--- src/rtl/fsqrt_pkg.sv ---
// fsqrt_pkg
//   Shared definitions for the single-precision square-root sequencer:
//   FSM state encoding, exponent bias, canned special results, rounding-mode
//   codes and the round-increment decision.
//   Optional feature macro used by the design: FSQRT_DENORM_EN.
package fsqrt_pkg;

  typedef enum logic [2:0] {
    ST_IDLE    = 3'd0,
    ST_START   = 3'd1,
    ST_WAIT_HI = 3'd2,
    ST_WAIT_LO = 3'd3,
    ST_DRAIN   = 3'd4,
    ST_DONE    = 3'd5
  } state_e;

  typedef enum logic [1:0] {
    RM_RNE = 2'b00,
    RM_RTZ = 2'b01,
    RM_RUP = 2'b10,
    RM_RDN = 2'b11
  } rm_e;

  localparam int          BIAS          = 127;
  localparam logic [31:0] QNAN          = 32'h7FC0_0000;
  localparam logic [31:0] PINF          = 32'h7F80_0000;
  localparam int          DRAIN_CYC_DEF = 3;

  // The root is always positive, so RDN behaves like RTZ and RUP rounds away
  // from zero whenever any discarded bit is set.
  function automatic logic round_inc(input rm_e rm, input logic lsb,
                                     input logic guard, input logic sticky);
    logic inc;
    case (rm)
      RM_RNE:  inc = guard & (sticky | lsb);
      RM_RUP:  inc = guard | sticky;
      default: inc = 1'b0;
    endcase
    return inc;
  endfunction

endpackage

--- src/rtl/fsqrt_ctrl_if.sv ---
// fsqrt_ctrl_if
//   Pipeline-side bundle of the square-root sequencer.
//   master (pipeline): drives fsqrt, a, rm, ena; receives s, invalid, valid,
//                      stall, busy.
//   slave  (sequencer): the reverse directions.
//   fsqrt   - issue request, sampled only while the sequencer is idle
//   a       - IEEE-754 single operand, sampled with the issue
//   rm      - rounding mode (00 RNE, 01 RTZ, 10 RUP, 11 RDN)
//   ena     - pipeline enable, also advances the root core's output stages
//   s       - packed result, holds until the next result
//   invalid - invalid-operation flag, meaningful only with valid
//   valid   - one-cycle result strobe
//   stall   - pipeline stall
//   busy    - sequencer not idle
interface fsqrt_ctrl_if;
  logic        fsqrt;
  logic [31:0] a;
  logic [1:0]  rm;
  logic        ena;
  logic [31:0] s;
  logic        invalid;
  logic        valid;
  logic        stall;
  logic        busy;

  modport master (
    output fsqrt, a, rm, ena,
    input  s, invalid, valid, stall, busy
  );

  modport slave (
    input  fsqrt, a, rm, ena,
    output s, invalid, valid, stall, busy
  );
endinterface

--- src/rtl/fsqrt_ctrl_lzc23.sv ---
// lzc23
//   Combinational leading-zero counter over a 23-bit fraction. Used to
//   normalize denormal operands; only compiled when FSQRT_DENORM_EN is defined
//   so builds without denormal support carry no unused module.
//   f_i   in  23 : fraction field
//   lzc_o out  5 : number of leading zeros (23 when f_i is zero)
`ifdef FSQRT_DENORM_EN
module lzc23 (
  input  logic [22:0] f_i,
  output logic [4:0]  lzc_o
);

  // Scan upward; the highest set bit is seen last and wins.
  always_comb begin
    lzc_o = 5'd23;
    for (int i = 0; i < 23; i++) begin
      if (f_i[i]) begin
        lzc_o = 5'(22 - i);
      end
    end
  end

endmodule
`endif

--- src/rtl/fsqrt_ctrl.sv ---
// fsqrt_ctrl
//   IEEE-754 single-precision square-root sequencer. Takes an fsqrt issue,
//   classifies the operand, answers special operands directly, otherwise
//   prepares a 24-bit fraction for the iterative root core, stalls the
//   pipeline while the core runs and drains, then normalizes and rounds the
//   core's 32-bit root into the packed result.
//   Optional feature: FSQRT_DENORM_EN (defined: denormal operands are
//   normalized and computed; undefined: they flush to a signed zero).
// Ports
//   clk        in      : clock
//   clrn       in      : asynchronous active-low reset (shared with the core)
//   pif        slave   : pipeline bundle (fsqrt, a, rm, ena / s, invalid,
//                        valid, stall, busy)
//   core_busy  in      : root core busy
//   core_q     in  32  : root, value core_q * 2^-31, bit 0 sticky
//   core_d     out 24  : fraction to the core, value core_d * 2^-24
//   core_fsqrt out     : one-cycle start pulse to the core
// Parameter
//   DRAIN_CYC          : ena-qualified cycles after core_busy falls until
//                        core_q is valid (must be >= 1)
module fsqrt_ctrl
  import fsqrt_pkg::*;
#(
  parameter int DRAIN_CYC = DRAIN_CYC_DEF
) (
  input  logic                clk,
  input  logic                clrn,
  fsqrt_ctrl_if.slave         pif,
  input  logic                core_busy,
  input  logic [31:0]         core_q,
  output logic [23:0]         core_d,
  output logic                core_fsqrt
);

  localparam int CW = (DRAIN_CYC < 2) ? 1 : $clog2(DRAIN_CYC + 1);

  // ---------------------------------------------------------------------
  // Operand decode (combinational on the issue-time operand)
  // ---------------------------------------------------------------------
  logic        op_sign;
  logic [7:0]  op_exp;
  logic [22:0] op_frac;
  logic        exp_zero;
  logic        exp_ones;
  logic        frac_nz;
  logic        zero_like;

  assign op_sign  = pif.a[31];
  assign op_exp   = pif.a[30:23];
  assign op_frac  = pif.a[22:0];
  assign exp_zero = (op_exp == 8'h00);
  assign exp_ones = (op_exp == 8'hFF);
  assign frac_nz  = (op_frac != 23'd0);

`ifdef FSQRT_DENORM_EN
  assign zero_like = exp_zero & ~frac_nz;
`else
  // Denormals are flushed, so any zero exponent resolves as a signed zero.
  assign zero_like = exp_zero;
`endif

  // Special-case resolution; priority keeps NaN quiet even when negative.
  logic        spec_hit;
  logic        spec_inv;
  logic [31:0] spec_res;

  always_comb begin
    spec_hit = 1'b0;
    spec_inv = 1'b0;
    spec_res = 32'd0;
    if (exp_ones & frac_nz) begin
      spec_hit = 1'b1;
      spec_res = QNAN;
    end else if (zero_like) begin
      spec_hit = 1'b1;
      spec_res = {op_sign, 31'd0};
    end else if (op_sign) begin
      spec_hit = 1'b1;
      spec_inv = 1'b1;
      spec_res = QNAN;
    end else if (exp_ones) begin
      spec_hit = 1'b1;
      spec_res = PINF;
    end
  end

  // ---------------------------------------------------------------------
  // Operand preparation: value = 1.f * 2^E
  // ---------------------------------------------------------------------
  logic        [22:0] norm_frac;
  logic signed [9:0]  unb_exp;

`ifdef FSQRT_DENORM_EN
  logic [4:0] lzc;

  lzc23 u_lzc23 (
    .f_i   (op_frac),
    .lzc_o (lzc)
  );
`endif

  always_comb begin
    norm_frac = op_frac;
    unb_exp   = $signed({2'b00, op_exp}) - 10'(BIAS);
`ifdef FSQRT_DENORM_EN
    // Shifting past the leading one moves it into the hidden-bit position.
    if (exp_zero) begin
      norm_frac = op_frac << (lzc + 5'd1);
      unb_exp   = -10'sd127 - $signed({5'd0, lzc});
    end
`endif
  end

  // Fold E+1 into an even power of two so the core sees a fraction in
  // [0.25,1): even E+1 -> 1.f/2, odd E+1 -> 1.f/4 (f[0] is dropped).
  logic signed [9:0] e_plus1;
  logic signed [9:0] root_exp;
  logic        [23:0] core_d_next;
  logic        [7:0]  exp_base;

  assign e_plus1     = unb_exp + 10'sd1;
  assign core_d_next = e_plus1[0] ? {2'b01, norm_frac[22:1]} : {1'b1, norm_frac};
  // ceil((E+1)/2) via an arithmetic shift of E+2
  assign root_exp    = (e_plus1 + 10'sd1) >>> 1;
  // Biased exponent for a root of the form 1.x; the core's root is usually
  // in [0.5,1), which costs one more exponent step at normalization.
  assign exp_base    = 8'(root_exp + 10'(BIAS));

  // ---------------------------------------------------------------------
  // State
  // ---------------------------------------------------------------------
  state_e          state_q,   state_d;
  logic [CW-1:0]   cnt_q,     cnt_d;
  rm_e             rm_q;
  logic [7:0]      exp_q;
  logic [23:0]     core_d_q;
  logic [31:0]     s_q;
  logic            valid_q;
  logic            invalid_q;
  logic            issue;

  always_comb begin
    state_d = state_q;
    cnt_d   = cnt_q;
    issue   = 1'b0;
    case (state_q)
      ST_IDLE: begin
        if (pif.fsqrt) begin
          issue   = 1'b1;
          state_d = spec_hit ? ST_DONE : ST_START;
        end
      end
      ST_START: begin
        state_d = ST_WAIT_HI;
      end
      ST_WAIT_HI: begin
        if (core_busy) begin
          state_d = ST_WAIT_LO;
        end
      end
      ST_WAIT_LO: begin
        if (!core_busy) begin
          state_d = ST_DRAIN;
          cnt_d   = CW'(DRAIN_CYC);
        end
      end
      ST_DRAIN: begin
        // Leave as the count reaches zero so DRAIN lasts DRAIN_CYC enabled
        // cycles and core_q is sampled on the last of them.
        if (pif.ena) begin
          cnt_d = cnt_q - CW'(1);
          if (cnt_q == CW'(1)) begin
            state_d = ST_DONE;
          end
        end
      end
      ST_DONE: begin
        state_d = ST_IDLE;
      end
      default: begin
        state_d = ST_IDLE;
      end
    endcase
  end

  // ---------------------------------------------------------------------
  // Root normalization and rounding
  // ---------------------------------------------------------------------
  logic [30:0] root_frac;   // bits below the hidden one
  logic [7:0]  exp_norm;
  logic        rnd_inc;
  logic [31:0] root_res;

  assign root_frac = core_q[31] ? core_q[30:0] : {core_q[29:0], 1'b0};
  assign exp_norm  = exp_q - {7'd0, ~core_q[31]};
  assign rnd_inc   = round_inc(rm_q, root_frac[8], root_frac[7], |root_frac[6:0]);
  // A mantissa carry-out ripples into the exponent field, leaving the
  // fraction at zero, i.e. mantissa 1.0 with the exponent incremented.
  assign root_res  = {1'b0, exp_norm, root_frac[30:8]} + {31'd0, rnd_inc};

  // ---------------------------------------------------------------------
  // Registers
  // ---------------------------------------------------------------------
  always_ff @(posedge clk or negedge clrn) begin
    if (!clrn) begin
      state_q   <= ST_IDLE;
      cnt_q     <= '0;
      rm_q      <= RM_RNE;
      exp_q     <= 8'd0;
      core_d_q  <= 24'd0;
      s_q       <= 32'd0;
      valid_q   <= 1'b0;
      invalid_q <= 1'b0;
    end else begin
      state_q   <= state_d;
      cnt_q     <= cnt_d;
      valid_q   <= (state_d == ST_DONE);
      invalid_q <= 1'b0;
      if (issue) begin
        rm_q  <= rm_e'(pif.rm);
        exp_q <= exp_base;
        if (!spec_hit) begin
          core_d_q <= core_d_next;
        end
      end
      // DONE is entered either straight from an issue (special operand) or
      // from DRAIN with the core's root now valid.
      if (state_d == ST_DONE) begin
        if (issue) begin
          s_q       <= spec_res;
          invalid_q <= spec_inv;
        end else begin
          s_q <= root_res;
        end
      end
    end
  end

  // ---------------------------------------------------------------------
  // Outputs
  // ---------------------------------------------------------------------
  assign core_d      = core_d_q;
  assign core_fsqrt  = (state_q == ST_START);
  assign pif.s       = s_q;
  assign pif.valid   = valid_q;
  assign pif.invalid = invalid_q;
  assign pif.busy    = (state_q != ST_IDLE);
  assign pif.stall   = (pif.fsqrt & (state_q == ST_IDLE)) |
                       ((state_q != ST_IDLE) & (state_q != ST_DONE));

endmodule

--- src/flat_wrapper.sv ---
// flat-port wrapper written by rule: the top's interface ports become plain ports
module fsqrt_ctrl_flat import fsqrt_pkg::*;
#(
  parameter int DRAIN_CYC = DRAIN_CYC_DEF
)
  (clk, clrn, core_busy, core_q, core_d, core_fsqrt, pif_fsqrt, pif_a, pif_rm, pif_ena, pif_s, pif_invalid, pif_valid, pif_stall, pif_busy);
  fsqrt_ctrl_if pif_i ();
  input  logic clk;
  input  logic clrn;
  input  logic core_busy;
  input  logic [31:0] core_q;
  output logic [23:0] core_d;
  output logic core_fsqrt;
  input wire logic [$bits(pif_i.fsqrt)-1:0] pif_fsqrt;
  input wire logic [$bits(pif_i.a)-1:0] pif_a;
  input wire logic [$bits(pif_i.rm)-1:0] pif_rm;
  input wire logic [$bits(pif_i.ena)-1:0] pif_ena;
  output wire logic [$bits(pif_i.s)-1:0] pif_s;
  output wire logic [$bits(pif_i.invalid)-1:0] pif_invalid;
  output wire logic [$bits(pif_i.valid)-1:0] pif_valid;
  output wire logic [$bits(pif_i.stall)-1:0] pif_stall;
  output wire logic [$bits(pif_i.busy)-1:0] pif_busy;
  assign pif_i.fsqrt = pif_fsqrt;
  assign pif_i.a = pif_a;
  assign pif_i.rm = pif_rm;
  assign pif_i.ena = pif_ena;
  assign pif_s = pif_i.s;
  assign pif_invalid = pif_i.invalid;
  assign pif_valid = pif_i.valid;
  assign pif_stall = pif_i.stall;
  assign pif_busy = pif_i.busy;
  fsqrt_ctrl #(.DRAIN_CYC(DRAIN_CYC)) u_core (.clk(clk), .clrn(clrn), .pif(pif_i), .core_busy(core_busy), .core_q(core_q), .core_d(core_d), .core_fsqrt(core_fsqrt));
endmodule
--- config.mk ---
export PLATFORM = sky130hd
export DESIGN_NAME = fsqrt_ctrl_flat
export DESIGN_NICKNAME = d
export VERILOG_FILES = /design/src/rtl/fsqrt_pkg.sv /design/src/rtl/fsqrt_ctrl_if.sv /design/src/rtl/fsqrt_ctrl_lzc23.sv /design/src/rtl/fsqrt_ctrl.sv /design/src/flat_wrapper.sv
export SDC_FILE = /design/constraint.sdc
export NUM_CORES = 1
export LEC_CHECK = 0
export ABC_AREA = 1
export CAP_MARGIN = 20
export CORE_MARGIN = 2
export CORE_UTILIZATION = 54
export DETAILED_ROUTE_END_ITERATION = 10
export PLACE_DENSITY = 0.95
export SYNTH_ARGS = -nofsm -noshare
export SYNTH_HDL_FRONTEND = slang
export SYNTH_SLANG_ARGS = --single-unit
--- constraint.sdc ---
create_clock -name clk -period 4.6 [get_ports clk]
set_input_delay 0.46 -clock clk [delete_from_list [all_inputs] [get_ports clk]]
set_output_delay 0.46 -clock clk [all_outputs]
set_load 0.005 [all_outputs]
==> qor.yml <==
floorplan:
  die_h_um: 103
  die_area_um2: 10600
  rows: 36
  core-area_um2: 9640
  top_level_ports: 132
  fp.dieW_um: 103
  initial_core_util: 0.551
logic_synthesis:
  synth_cells: 804
  synth.largest_area_cell: "dfrtp_1"
  postSynthRegisterBits: 73
  synth_top_area_frac: 0.344
  yosysWarnings: 0
  synth.area.top_cells: "dfrtp_1 34%, nand2_1 18%, o21ai_0 7.3%"
  synth_area_um2: 5310
  synth_cell_types: 35
  syn_nets: 886
  avgSynthCellArea_um2: 6.61
  synth-seq-area-share: 0.344
pwr:
  vdd_drop_max_mv: 0.300
  power_density_nw_per_um2: 456
  power_leakage_nw: 3.25
cts:
  cts_sinks: 73
  holdBufCountCts: 0
  cts_max_level: 3
  cts_buffer_depth: 2
  clockRootBuffer: "clkbuf_8"
  cts_buffers: 9
  insertion_delay_ns: 0.36
  ctsResizeCount: 0
  clk_pin_slew_worst_paths_ns: 0.10
  post_cts_buffers: 0
  cts_tree: "done"
drt:
  wirelength_um: 14100
  firstDrtPassIters: 5
  wire_per_inst_um: 13.3
  vias: 5444
  drtIter0Drc: 291
  route.detailed.drc: 0
  viasPerCell: 5.12
  ant_nets: 0
sta:
  tns_ns: 0
  hold_viol: 0
  rsz0062_at_grt: "no"
  finalCriticalPeriod_ns: 2.99
  finalCritPeriodShare: 0.649
  worst_pin_slew_ns: 0.919
  clock_skew_ns: 0.0140
  max_freq_mhz: 335
  max_slew_margin: 0.387
  setup_viol: 0
  drv_slew: 0
cells_and_area:
  drive_gt1_frac: 0.0710
  fillers: 824
  fin_nets: 1007
  layout_common_cells: "253 x nand2_1, 129 x clkdlybuf4s50_1, 96 x inv_1"
  antennaDiodeCount: 0
  multi_input_area_um2: 2950
  stdcell_area_um2: 6830
  seq_area_um2: 1830
  layout_commonest_cell: "nand2_1"
  area_delta_synth_final_pct: 28.5
global_routing:
  grt_max_degree: 74
  grt_pass1_wl_um: 23900
  overflow: 0
  grt_pass1_vias: 5302
  antenna_found_initial: 0
  track_usage: 0.284
place:
  placed_cell_area_um2: 6640
  io_buffer_count: 131
  hpwlAfterDp_um: 10900
  gp_congestion: 0.941
setup_path:
  worstPathRequired_ns: 4.89
  worst_setup_path_end_kind: "register"
  path_class: "in2reg"
  start_kind: "input port"
  worstPathArrival_ns: 3.28
  crit_fanout: 47
  reg2reg_slack_ns: 1.78
flow_run:
  drv_cap: 0
worst_hold_path:
  min-delay-path-class: "in2async"
outcome:
  status: "finished, final reports clean"
## metal layers
| layer | wire length [um] | GRT usage | vias up |
|---|---|---|---|
| met1 | 6000 | 0.352 | 2424 |
| met5 | 0 | 0 | - |
| met3 | 1100 | 0.0665 | 22 |
| met4 | 270 | 0.0951 | 0 |
| li1 | - | - | 2809 |
| met2 | 6750 | 0.490 | 189 |
## critical path: stages
cell,delay [ns]
buf_2,0.67
nand2_1,0.12
o21ai_0,0.23
nor2_1,0.09
nor2_1,0.10
o21ai_0,0.10
a21oi_1,0.21
ha_1,0.26
nand2_1,0.12
nor2_4,0.18
nand3b_1,0.15
nor2_2,0.21
nand2_1,0.08
nand2_1,0.06
nand3_1,0.08
a21oi_1,0.15
## path summary, 6_finish.rpt
kind | start | end | depth (start not counted)
hold / removal | clrn | u_core.pif.s[5] | 1
setup reg to reg | u_core.state_q[1] | u_core.pif.s[23] | 10
max in group asynchronous | clrn | u_core.core_d[16] | 1
min in group clk | u_core.pif.s[12] | u_core.pif.s[12] | 2
hold reg to reg | u_core.pif.s[12] | u_core.pif.s[12] | 2
setup / recovery | core_q[31] | u_core.pif.s[26] | 16
## cell type report
type / count / area share
clock buffer: 9 / 0.0181
timing repair buffer: 134 / 0.194
clock inverter: 7 / 0.00990
tap: 133 / 0.0244
inverter: 98 / 0.0539
sequential: 73 / 0.268
multi-input combinational: 609 / 0.432
## where the power goes
group	total, mW	internal [mW]	switching, mW
Combinational	1.50	0.755	0.744
Clock	0.505	0.212	0.293
Sequential	1.11	0.933	0.175
Total	3.11	1.90	1.21
## cell usage after synthesis
cell type  count
nor2_1        95
xnor2_1        6
o21bai_1       1
dfrtp_1       73
o211ai_1       3
buf_6          4
buf_2          7
clkbuf_1       8
nand3_1       52
inv_2          2
ha_1          11
o21ai_0       78
a21oi_4        1
nor2_4         6
o21ai_2        9
o21ai_1       11
nand3_2        3
nor2_2         9
nand2_4        2
buf_1          1
inv_1         96
o31ai_1        4
a21boi_1       1
nand2_1      253
buf_12         2
a21oi_1       16
buf_4          2
nand3b_1       4
nor3_1         4
nor3_2         1
xor2_1         8
a22o_1         1
nand4_1       17
nand2_2       12
o21a_1         1
## logic make-up after synthesis
family / synth area share
compound gates: 0.133
fa+ha+maj: 0.0259
simple gates: 0.374
flops: 0.344
xor+xnor: 0.0231
buf+inv: 0.101
## per-stage QoR
step           power (mW)  std cells  utilization  worst slack (ns)  hold WS (ns)
6_report             3.11       1063        0.708              1.61         0.211
5_1_grt              3.39       1063        0.708              1.24         0.300
4_1_cts              3.13       1063        0.708              1.63         0.263
3_5_place_dp         2.62       1047        0.688              1.26         0.467
3_3_place_gp         2.58       1047        0.688              1.34         0.455
2_1_floorplan        1.86        804            -              1.99         0.164
## registers in the layout (all words and copies together), names as in the netlist
name,flops
u_core.pif.valid,1
u_core.exp_q,8
u_core.pif.invalid,1
u_core.cnt_q,2
u_core.state_q,3
u_core.rm_q,2
u_core.core_d,24
u_core.pif.s,32
No activity file was read; power rests on OpenSTA's default activity.
